--- config.mk ---
export PLATFORM = sky130hd
export DESIGN_NAME = bullet
export DESIGN_NICKNAME = d
export VERILOG_FILES = /design/src/rtl/bullet_pkg.sv /design/src/rtl/bullet_pattern_rom.sv /design/src/rtl/bullet.sv
export SDC_FILE = /design/constraint.sdc
export NUM_CORES = 1
export LEC_CHECK = 0
export CAP_MARGIN = 20
export CELL_PAD_IN_SITES_DETAIL_PLACEMENT = 0
export CELL_PAD_IN_SITES_GLOBAL_PLACEMENT = 1
export CORE_ASPECT_RATIO = 0.9
export CORE_UTILIZATION = 40
export DETAILED_ROUTE_END_ITERATION = 7
export GPL_TIMING_DRIVEN = 0
export PLACE_DENSITY_LB_ADDON = 0.1
export SETUP_SLACK_MARGIN = 0.02
export SLEW_MARGIN = 20
export SYNTH_ARGS = -nofsm -noshare
export SYNTH_HDL_FRONTEND = slang
export SYNTH_SLANG_ARGS = --single-unit
export TNS_END_PERCENT = 100
--- constraint.sdc ---
create_clock -name clk -period 3.1 [get_ports clk]
set_clock_uncertainty 0.15 [all_clocks]
set_input_delay 0.62 -clock clk [delete_from_list [all_inputs] [get_ports clk]]
set_output_delay 0.62 -clock clk [all_outputs]
set_load 0.02 [all_outputs]
--- src/rtl/bullet_pkg.sv ---
// bullet_pkg: shared colour codes, empty-pattern index and pattern record layout for the bullet generator
package bullet_pkg;
  localparam logic [2:0] COL_WHITE     = 3'b000;
  localparam logic [2:0] COL_GREEN     = 3'b001;
  localparam logic [2:0] COL_BLUE      = 3'b010;
  localparam logic [2:0] PATTERN_EMPTY = 3'd7;
  typedef struct packed {
    logic [7:0]        x;
    logic [7:0]        y;
    logic [7:0]        w;
    logic [7:0]        h;
    logic signed [7:0] vx;
    logic signed [7:0] vy;
    logic [2:0]        col;
  } pattern_t;
endpackage

--- src/rtl/bullet_pattern_rom.sv ---
// bullet_pattern_rom: combinational pattern ROM; idx_i pattern index in, pat_o start/size/velocity/colour record out
module bullet_pattern_rom
  import bullet_pkg::*;
(
  input  logic [2:0] idx_i,
  output pattern_t   pat_o
);
  always_comb begin
    case (idx_i)
      3'd0:    pat_o = '{x: 8'd0,   y: 8'd100, w: 8'd8,  h: 8'd8,  vx: 8'sd1,  vy: 8'sd0, col: COL_WHITE};
      3'd1:    pat_o = '{x: 8'd100, y: 8'd0,   w: 8'd8,  h: 8'd8,  vx: 8'sd0,  vy: 8'sd1, col: COL_BLUE};
      3'd2:    pat_o = '{x: 8'd200, y: 8'd100, w: 8'd8,  h: 8'd8,  vx: -8'sd1, vy: 8'sd0, col: COL_GREEN};
      3'd3:    pat_o = '{x: 8'd0,   y: 8'd0,   w: 8'd4,  h: 8'd4,  vx: 8'sd1,  vy: 8'sd1, col: COL_WHITE};
      3'd4:    pat_o = '{x: 8'd0,   y: 8'd60,  w: 8'd16, h: 8'd4,  vx: 8'sd2,  vy: 8'sd0, col: COL_WHITE};
      3'd5:    pat_o = '{x: 8'd60,  y: 8'd0,   w: 8'd4,  h: 8'd16, vx: 8'sd0,  vy: 8'sd2, col: COL_BLUE};
      3'd6:    pat_o = '{x: 8'd200, y: 8'd60,  w: 8'd16, h: 8'd4,  vx: -8'sd2, vy: 8'sd0, col: COL_GREEN};
      default: pat_o = '0;
    endcase
  end
endmodule

--- src/rtl/bullet.sv ---
// bullet: two-slot bullet generator; index1/2, isRun, isCollide in; per-slot position, size, color, isRender out (registered)
module bullet
  import bullet_pkg::*;
#(
  parameter int         TICK_DIV      = 1,
  parameter logic [7:0] ARENA_MAX     = 8'd239,
  parameter int         RESPAWN_TICKS = 4
) (
  output logic [15:0] position1,
  output logic [15:0] size1,
  output logic [2:0]  color1,
  output logic        isRender1,
  output logic [15:0] position2,
  output logic [15:0] size2,
  output logic [2:0]  color2,
  output logic        isRender2,
  input  logic [2:0]  index1,
  input  logic [2:0]  index2,
  input  logic        isRun,
  input  logic        clk,
  input  logic        isCollide,
  input  logic        rst_n
);
  localparam int TW = $clog2(TICK_DIV + 1);
  localparam int HW = $clog2(RESPAWN_TICKS + 1);
  logic [TW-1:0] tcnt_q, tcnt_d;
  logic tick;
  logic [1:0][15:0] pos, sz;
  logic [1:0][2:0] col, idx_in;
  logic [1:0] ren;
  assign tick   = isRun && tcnt_q == TW'(TICK_DIV - 1);
  assign tcnt_d = !isRun ? tcnt_q : tick ? '0 : tcnt_q + TW'(1);
  assign idx_in = {index2, index1};
  always_ff @(posedge clk or negedge rst_n) begin
    if (!rst_n) tcnt_q <= '0;
    else tcnt_q <= tcnt_d;
  end
  for (genvar s = 0; s < 2; s++) begin : g_slot
    pattern_t pat;
    logic [7:0] x_q, x_d, y_q, y_d;
    logic [15:0] sz_q, sz_d;
    logic [2:0] col_q, col_d, idx_q, idx_d;
    logic ld_q, ld_d, vis_q, vis_d;
    logic [HW-1:0] hide_q, hide_d;
    logic load, hit;
    logic [8:0] nx, ny;
    assign load = !ld_q || idx_in[s] != idx_q;
    // a slot still counting down is re-hit too, so a held isCollide keeps it hidden
    assign hit  = isCollide && (vis_q || hide_q != '0);
    bullet_pattern_rom u_rom (.idx_i(load ? idx_in[s] : idx_q), .pat_o(pat));
    assign nx = {1'b0, x_q} + {pat.vx[7], pat.vx};
    assign ny = {1'b0, y_q} + {pat.vy[7], pat.vy};
    always_comb begin
      x_d    = x_q;
      y_d    = y_q;
      sz_d   = sz_q;
      col_d  = col_q;
      idx_d  = idx_q;
      ld_d   = ld_q;
      vis_d  = vis_q;
      hide_d = hide_q;
      if (load) begin
        x_d    = pat.x;
        y_d    = pat.y;
        sz_d   = {pat.w, pat.h};
        col_d  = pat.col;
        idx_d  = idx_in[s];
        ld_d   = 1'b1;
        vis_d  = idx_in[s] != PATTERN_EMPTY;
        hide_d = '0;
      end else if (hit) begin
        x_d    = pat.x;
        y_d    = pat.y;
        vis_d  = RESPAWN_TICKS == 0;
        hide_d = HW'(RESPAWN_TICKS);
      end else if (hide_q != '0) begin
        if (tick) begin
          hide_d = hide_q - HW'(1);
          vis_d  = hide_q == HW'(1);
        end
      end else if (tick && vis_q) begin
        // bit 8 set (wrap below 0 or past 255) also exceeds ARENA_MAX
        x_d = (nx > {1'b0, ARENA_MAX} || ny > {1'b0, ARENA_MAX}) ? pat.x : nx[7:0];
        y_d = (nx > {1'b0, ARENA_MAX} || ny > {1'b0, ARENA_MAX}) ? pat.y : ny[7:0];
      end
    end
    always_ff @(posedge clk or negedge rst_n) begin
      if (!rst_n) begin
        x_q    <= '0;
        y_q    <= '0;
        sz_q   <= '0;
        col_q  <= '0;
        idx_q  <= '0;
        ld_q   <= 1'b0;
        vis_q  <= 1'b0;
        hide_q <= '0;
      end else begin
        x_q    <= x_d;
        y_q    <= y_d;
        sz_q   <= sz_d;
        col_q  <= col_d;
        idx_q  <= idx_d;
        ld_q   <= ld_d;
        vis_q  <= vis_d;
        hide_q <= hide_d;
      end
    end
    assign pos[s] = {x_q, y_q};
    assign sz[s]  = sz_q;
    assign col[s] = col_q;
    assign ren[s] = vis_q;
  end
  assign position1 = pos[0];
  assign size1     = sz[0];
  assign color1    = col[0];
  assign isRender1 = ren[0];
  assign position2 = pos[1];
  assign size2     = sz[1];
  assign color2    = col[1];
  assign isRender2 = ren[1];
endmodule

Word level (Yosys, flattened, before mapping)
Cells that the tools add are included.
{"block": "word_totals", "regBits": 87, "in_bits": 10, "out_inout_bits": 72, "wordCells": 117}
{"block": "op_classes", "n_addsub": 7, "magnitude_cmp": 4, "eq_ne": 20, "muxes": 41, "n_bitwise": 1, "reduce_logical": 27}
{"operator": "51-bit case mux with 7 select lines", "n": 2}
{"operator": "8-bit 2-to-1 mux", "n": 20}
{"operator": "8-bit by 9-bit adder with 9-bit output", "n": 4}
{"operator": "9-bit by 8-bit > comparator with 1-bit output (second input constant)", "n": 4}
{"operator": "3-bit 2-to-1 mux", "n": 10}
{"operator": "3-bit nonzero test", "n": 8}
{"operator": "3-bit == test (second input constant)", "n": 6}
{"operator": "3-bit by 1-bit == test with 1-bit output (second input constant)", "n": 4}
{"operator": "3-bit by 2-bit == test with 1-bit output (second input constant)", "n": 4}
{"operator": "3-bit != test (second input constant)", "n": 4}
{"operator": "1-bit 2-to-1 mux", "n": 9}
{"operator": "2-bit AND reduction", "n": 4}
{"operator": "3-bit logical NOT", "n": 2}
{"operator": "1-bit logical OR", "n": 6}
{"operator": "3-bit != test", "n": 2}
{"operator": "3-bit by 1-bit subtractor with 3-bit output (second input constant)", "n": 2}
{"operator": "1-bit logical AND", "n": 5}
{"operator": "1-bit logical NOT", "n": 2}
{"operator": "1-bit adder (second input constant)", "n": 1}
{"operator": "1-bit NOT", "n": 1}

Logic depth before layout (Yosys ltp)
{"block": "logic_depth", "word_depth": 13, "mapped_depth": 14}

Modules after synthesis
From an unflattened synthesis, not the netlist that was laid out.
{"block": "hier_totals", "cells_unflattened": 649, "area_unflattened_um2": 6175.9}
{"mod": "bullet", "n_inst": 1, "cells_per_inst": 537, "area_per_inst_um2": 5405.2, "seq_area_each_um2": 2177.1}
{"mod": "bullet_pattern_rom", "n_inst": 2, "cells_per_inst": 56, "area_per_inst_um2": 385.4, "seq_area_each_um2": 0.0}

Worst setup path before layout
Ideal clock, no wire load.
{"block": "synth_path", "path_type": "input-to-reg", "start": "input index1[1]", "end": "register g_slot[0].x_q[2]", "arrival_time_ps": 3241, "required_time_ps": 2826, "slack_ps": -415, "cell_stages": 13, "n_path_buf": 2, "cell_sequence": "buf_2 -> nor2b_1 -> nor2_1 -> ha_1 -> fa_1 -> a21oi_1 -> o2111ai_1 -> a311oi_1 -> o32ai_2 -> or2_1 -> buf_6 -> and3_4 -> a211o_1"}
{"block": "synth_via", "elab_chain_cells": 13}
{"item": "start: declaration", "line_no": "bullet.sv:17", "rtl": "input logic [2:0] index1,"}
{"item": "3-bit != test", "line_no": "bullet.sv:47", "rtl": "assign load = !ld_q || idx_in[s] != idx_q;"}
{"item": "1-bit logical OR", "line_no": "bullet.sv:47"}
{"item": "3-bit 2-to-1 mux"}
{"item": "3-bit == test, or another cell as far along", "line_no": "bullet_pattern_rom.sv:9", "rtl": "case (idx_i)"}
{"item": "51-bit case mux with 7 select lines", "line_no": "bullet_pattern_rom.sv:9"}
{"item": "8-bit by 9-bit adder with 9-bit output (on tied branches)", "line_no": "bullet.sv:51, bullet.sv:52"}
{"item": "9-bit by 8-bit > comparator with 1-bit output", "line_no": "bullet.sv:83", "rtl": "x_d = (nx > {1'b0, ARENA_MAX} || ny > {1'b0, ARENA_MAX}) ? pat.x : nx[7:0];"}
{"item": "1-bit logical OR", "line_no": "bullet.sv:83"}
{"item": "8-bit 2-to-1 mux", "line_no": "bullet.sv:83"}
{"item": "8-bit 2-to-1 mux", "line_no": "bullet.sv:81", "rtl": "end else if (tick && vis_q) begin"}
{"item": "8-bit 2-to-1 mux", "line_no": "bullet.sv:76", "rtl": "end else if (hide_q != '0) begin"}
{"item": "8-bit 2-to-1 mux", "line_no": "bullet.sv:71", "rtl": "end else if (hit) begin"}
{"item": "8-bit 2-to-1 mux", "line_no": "bullet.sv:62", "rtl": "if (load) begin"}
{"item": "end signal: assignment", "line_no": "bullet.sv:89", "rtl": "x_q <= '0;"}
{"item": "end signal: assignment", "line_no": "bullet.sv:98", "rtl": "x_q <= x_d;"}
{"item": "end: declaration", "line_no": "bullet.sv:40", "rtl": "logic [7:0] x_q, x_d, y_q, y_d;"}
Parallel ways exist; a longest one is shown, timed or not. The select of a mux whose other input is x is not followed.
A chain may end at the register's enable or synchronous reset.

Worst setup path in the final report
{"block": "layout_path", "start": "input index1[0]", "end": "register g_slot[0].x_q[5]"}
The elaborated chain is that of the path after synthesis.

==> summary by stage <==
Die
The starting utilization of the core area is 41.6%. In this run the horizontal extent of the chip is 112 um. The floorplan step defined a die boundary enclosing 11200 um2. The I/O pin total is 82.

The total core area is 10400 um2. The floorplan has 35 rows. The floorplan step set the die height to 101 um.

Final layout
The number of antenna diodes in the final layout is 0. The area added between synthesis and finish is 43.7%. The number of standard cells in the final layout excluding fillers is 744. In the final layout, the share of cells above drive strength 1 is 27.2%. For this run, the post-layout net count is 650.

Logic synthesis
The post-synthesis sequential element count is 63. The post-synth design cell area is 4320 um2. The sequential area share after synthesis is 36.5%.

Synthesis produced 479 cells. Each instance of the synthesized netlist takes up on average 9.01 um2. The async set-or-reset flop fraction in the synthesized netlist is 100%.

For this run, the leading register cell type out of synthesis is sky130_fd_sc_hd__dfrtp_1. Yosys mapped a number of flops with a built-in enable equal to 0. The number of warnings issued by yosys is 0. The number of different library cells used by synthesis comes to 66.

Placed design
Summed over all nets, the half-perimeter wirelength after detailed placement is 7.86 mm. Input and output buffers added on the ports amount to 57. The weighted congestion at the end of routability-driven global placement is 0.802. The number of instances in the placed design is 688.

Setup path
STA puts the critical path data required time at 3.16 ns. The maximum fanout along the worst path is 4. The worst setup path is launched from an input port. The critical path class is input port to register. The worst path arrival time is 3.22 ns. The delay of the slowest cell on the worst path is 0.40 ns.

The combined buffer and inverter count along the critical path is 2. The standard cell with the maximum stage delay on the critical path is sky130_fd_sc_hd__fa_2. STA classifies the critical path endpoint as a register. The signal on the critical path passes through buf_8 > nor2b_4 > nor2_2 > ha_2 > fa_2 > a21oi_4 > o2111ai_2 > a311oi_2 > o32ai_4 > or2_4 > buf_6 > and3_4 > a221o_1. The family with the most delay on the worst path is compound AO/OA/AOI/OAI gates.

Detailed routing
The number of DRC violations after detailed-routing iteration 0 is 215. After detailed routing, the number of remaining DRC violations is 6. The number of iterations in the first detailed-routing pass is 6. The total via count after detailed routing is 3935. In the final routed layout, each cell accounts on average for 15.5 um. The antenna violation net count after detailed routing is 0.

The detail-routed via count per cell is 5.29. Wires add up to 11.6 mm.

Power and ir drop
The analysis attributes to net switching a power of 788 uW. The design draws 2670 uW. Of the total power, combinational logic draws 24.0%. VDD sags by at most 0.237 mV.

The internal portion of total power is 1880 uW. Of the total power, the clock network draws 41.5%. The static leakage is 0.00274 uW.

Dividing total power by cell area gives a power density of 430 nW/um2. In this run switching power makes up 29.6% of total power. The share of total power dissipated in sequential elements is 34.5%.

Run
The tool flagged a number of max-cap violations equal to 0.

Global route
The leftover overflow at the end of global routing is 0. Across every metal layer, demand over resource in global routing totals 21.4%. The number of global-route vias before repair is 3824. The initial antenna violation count was 0. The maximum number of pins on one net before global-route repair is 53. The first global-routing pass estimated 19.0 mm of wire.

Clock tree
The later-pin clock latency in the skew report is 0.33 ns. The count of H-tree levels built during CTS is 3. Counting the buffers created by CTS gives 9.

The clock sink count is 63. CTS placed an instance of sky130_fd_sc_hd__clkbuf_16 at the clock tree root. After clock tree synthesis, the clock-pin slew on the worst setup and hold paths is 0.06 ns. The longest clock path from root to sink contains 2 buffers. TritonCTS built the clock tree.

STA
The number of max-slew violations in the final report is 0. Setup repair after global routing could not meet its margin everywhere. In this run the tightest slew margin relative to its limit is 62.4%. The share of the cycle needed by the critical path after routing is 102%. At the pin with the least slew margin, the transition time is 0.564 ns. For this run, the top clock speed supported by timing is 317 MHz. The worst path in the final design needs a cycle of 3.16 ns, including I/O delays and setup. In the post-route analysis, the smallest setup slack over all paths is -0.0565 ns. The number of failing hold endpoints at the final stage was 0. The count of endpoints failing setup in the final report is 6. For the final routed database, the setup TNS stands at -0.152 ns.

Run status
The checks that failed: DRC, setup timing. The flow ran to the end, but the final reports show violations.

Hold path
The worst min-delay path category is register to register.
[Yosys cell counts, types with 4 or more instances]
library cell / number / area, um2
sky130_fd_sc_hd__a21o_1: 5 / 37.5
sky130_fd_sc_hd__a221o_1: 4 / 40.0
sky130_fd_sc_hd__nand3b_1: 4 / 30.0
sky130_fd_sc_hd__nand3_1: 16 / 80.1
sky130_fd_sc_hd__mux2_2: 4 / 45.0
sky130_fd_sc_hd__inv_1: 16 / 60.1
sky130_fd_sc_hd__and3_1: 8 / 50.1
sky130_fd_sc_hd__nor3_1: 10 / 50.1
sky130_fd_sc_hd__buf_2: 4 / 20.0
sky130_fd_sc_hd__a22o_1: 4 / 35.0
sky130_fd_sc_hd__nor2_1: 33 / 124
sky130_fd_sc_hd__ha_1: 26 / 325
sky130_fd_sc_hd__buf_4: 26 / 195
sky130_fd_sc_hd__nand2_1: 53 / 199
sky130_fd_sc_hd__xor2_1: 8 / 70.1
sky130_fd_sc_hd__nor2b_1: 9 / 56.3
sky130_fd_sc_hd__o21ai_0: 33 / 165
sky130_fd_sc_hd__fa_1: 4 / 80.1
sky130_fd_sc_hd__a211oi_1: 5 / 37.5
sky130_fd_sc_hd__mux2i_1: 6 / 60.1
sky130_fd_sc_hd__a31oi_1: 4 / 25.0
sky130_fd_sc_hd__a21oi_1: 26 / 130
sky130_fd_sc_hd__o211ai_1: 5 / 37.5
sky130_fd_sc_hd__xnor2_1: 16 / 140
sky130_fd_sc_hd__nand2b_1: 9 / 56.3
sky130_fd_sc_hd__clkbuf_1: 16 / 60.1
sky130_fd_sc_hd__o2111ai_1: 6 / 52.6
sky130_fd_sc_hd__dfrtp_1: 63 / 1580
[tightest hold or removal path, delay by kind of cell, from the launching register on]
kind / cells / cell delay (ns)
AOI/OAI and AO/OA: 1 / 0.06
and+or+nand+nor: 1 / 0.04
DFF: 1 / 0.34
[power by group through the flow]
stage	logic [uW]	clock network (uW)	registers, uW
global placement	531	0	930
global route	692	1160	927
floorplan	306	0	974
detailed placement	541	0	931
finish	640	1110	919
CTS	605	1120	917
[state kept, by name, indices dropped and copies added, names as in the netlist]
name and cells:
tcnt_q 1, size1 5, color2 2, color1 2, g_slot.ld_q 2, isRender2 1
size2 5, g_slot.hide_q 6, isRender1 1, g_slot.idx_q 6, g_slot.y_q 16, g_slot.x_q 16
[layout by cell type, fill, tap and decap left out, types with 5 or more instances in the layout]
cell type	n
sky130_fd_sc_hd__ha_1	19
sky130_fd_sc_hd__nand2b_1	6
sky130_fd_sc_hd__o21ai_0	24
sky130_fd_sc_hd__nand2_1	52
sky130_fd_sc_hd__xor2_1	7
sky130_fd_sc_hd__conb_1	24
sky130_fd_sc_hd__xnor2_1	16
sky130_fd_sc_hd__nor3_1	8
sky130_fd_sc_hd__a21o_1	5
sky130_fd_sc_hd__buf_4	61
sky130_fd_sc_hd__o211ai_1	5
sky130_fd_sc_hd__ha_4	5
sky130_fd_sc_hd__o21ai_1	10
sky130_fd_sc_hd__buf_6	6
sky130_fd_sc_hd__clkdlybuf4s50_1	52
sky130_fd_sc_hd__nand3_1	15
sky130_fd_sc_hd__a21oi_1	18
sky130_fd_sc_hd__a21oi_2	6
sky130_fd_sc_hd__clkbuf_1	11
sky130_fd_sc_hd__nor2_1	29
sky130_fd_sc_hd__dfrtp_1	63
sky130_fd_sc_hd__clkbuf_16	10
sky130_fd_sc_hd__and3_1	6
sky130_fd_sc_hd__nor2b_1	7
sky130_fd_sc_hd__inv_1	12
[metal layers]
metal / track usage [%] / wire (um)
met5: 0 / 0
met2: 34.4 / 5370
met3: 3.97 / 349
met4: 6.13 / 81
met1: 29.5 / 5770
[cell type report]
class | instances | area, um2
fillers | 919 | 4180
multi-input cells | 373 | 2760
flip-flops and latches | 63 | 1580
repair buffers | 99 | 937
plain buffers | 48 | 372
clock buffers | 9 | 225
well taps | 129 | 161
clock inverters | 7 | 97.6
inverters | 16 | 67.6
[final timing paths]
kind	start	to	slack [ns]	cells past startpoint
worst min register to register	size1[10]$_DFFE_PN0P_	size1[10]$_DFFE_PN0P_	0.33	2
worst min-delay path	size1[10]$_DFFE_PN0P_	size1[10]$_DFFE_PN0P_	0.33	2
min in group asynchronous	rst_n	g_slot[1].y_q[6]$_DFFE_PN0P_	0.53	2
worst max register to register	g_slot[0].x_q[0]$_DFFE_PN0P_	g_slot[0].x_q[5]$_DFFE_PN0P_	0.14	10
worst max-delay path	index1[0]	g_slot[0].x_q[5]$_DFFE_PN0P_	-0.06	13
max in group asynchronous	rst_n	size1[2]$_DFFE_PN0P_	1.74	3
[per-stage QoR]
step | hold WS [ns] | utilization (%) | setup WS (ns) | area (um2)
after floorplan | 0.174 | - | -0.118 | 4540
after global placement | 0.317 | 50.8 | -1.09 | 5270
after detailed placement | 0.324 | 51.0 | -1.14 | 5300
after CTS | 0.337 | 57.8 | 0.0131 | 6000
after global routing | 0.362 | 59.7 | -0.127 | 6200
final | 0.329 | 59.7 | -0.0565 | 6200
[cell families after synthesis]
logic type      after synthesis  share of synthesized area [%]
compound gates              121                           19.1
buf+inv                      65                           8.38
xor+xnor                     24                           4.87
fa+ha+maj                    30                           9.39
flops                        63                           36.5
simple gates                164                           19.1
other cells                   2                          0.174
mux                          10                           2.43
[what timing repair did]
| action | CTS | global route |
|---|---|---|
| setup buffers | 33 | 5 |
| setup endpoints to repair | 32 | 30 |
| hold buffers | 1 | 0 |
| cloned | 1 | 1 |
| pin swaps | 18 | 13 |
| hold endpoints to repair | 11 | 0 |
| gates resized for setup | 52 | 39 |
Power figures use the tool's default switching activity.
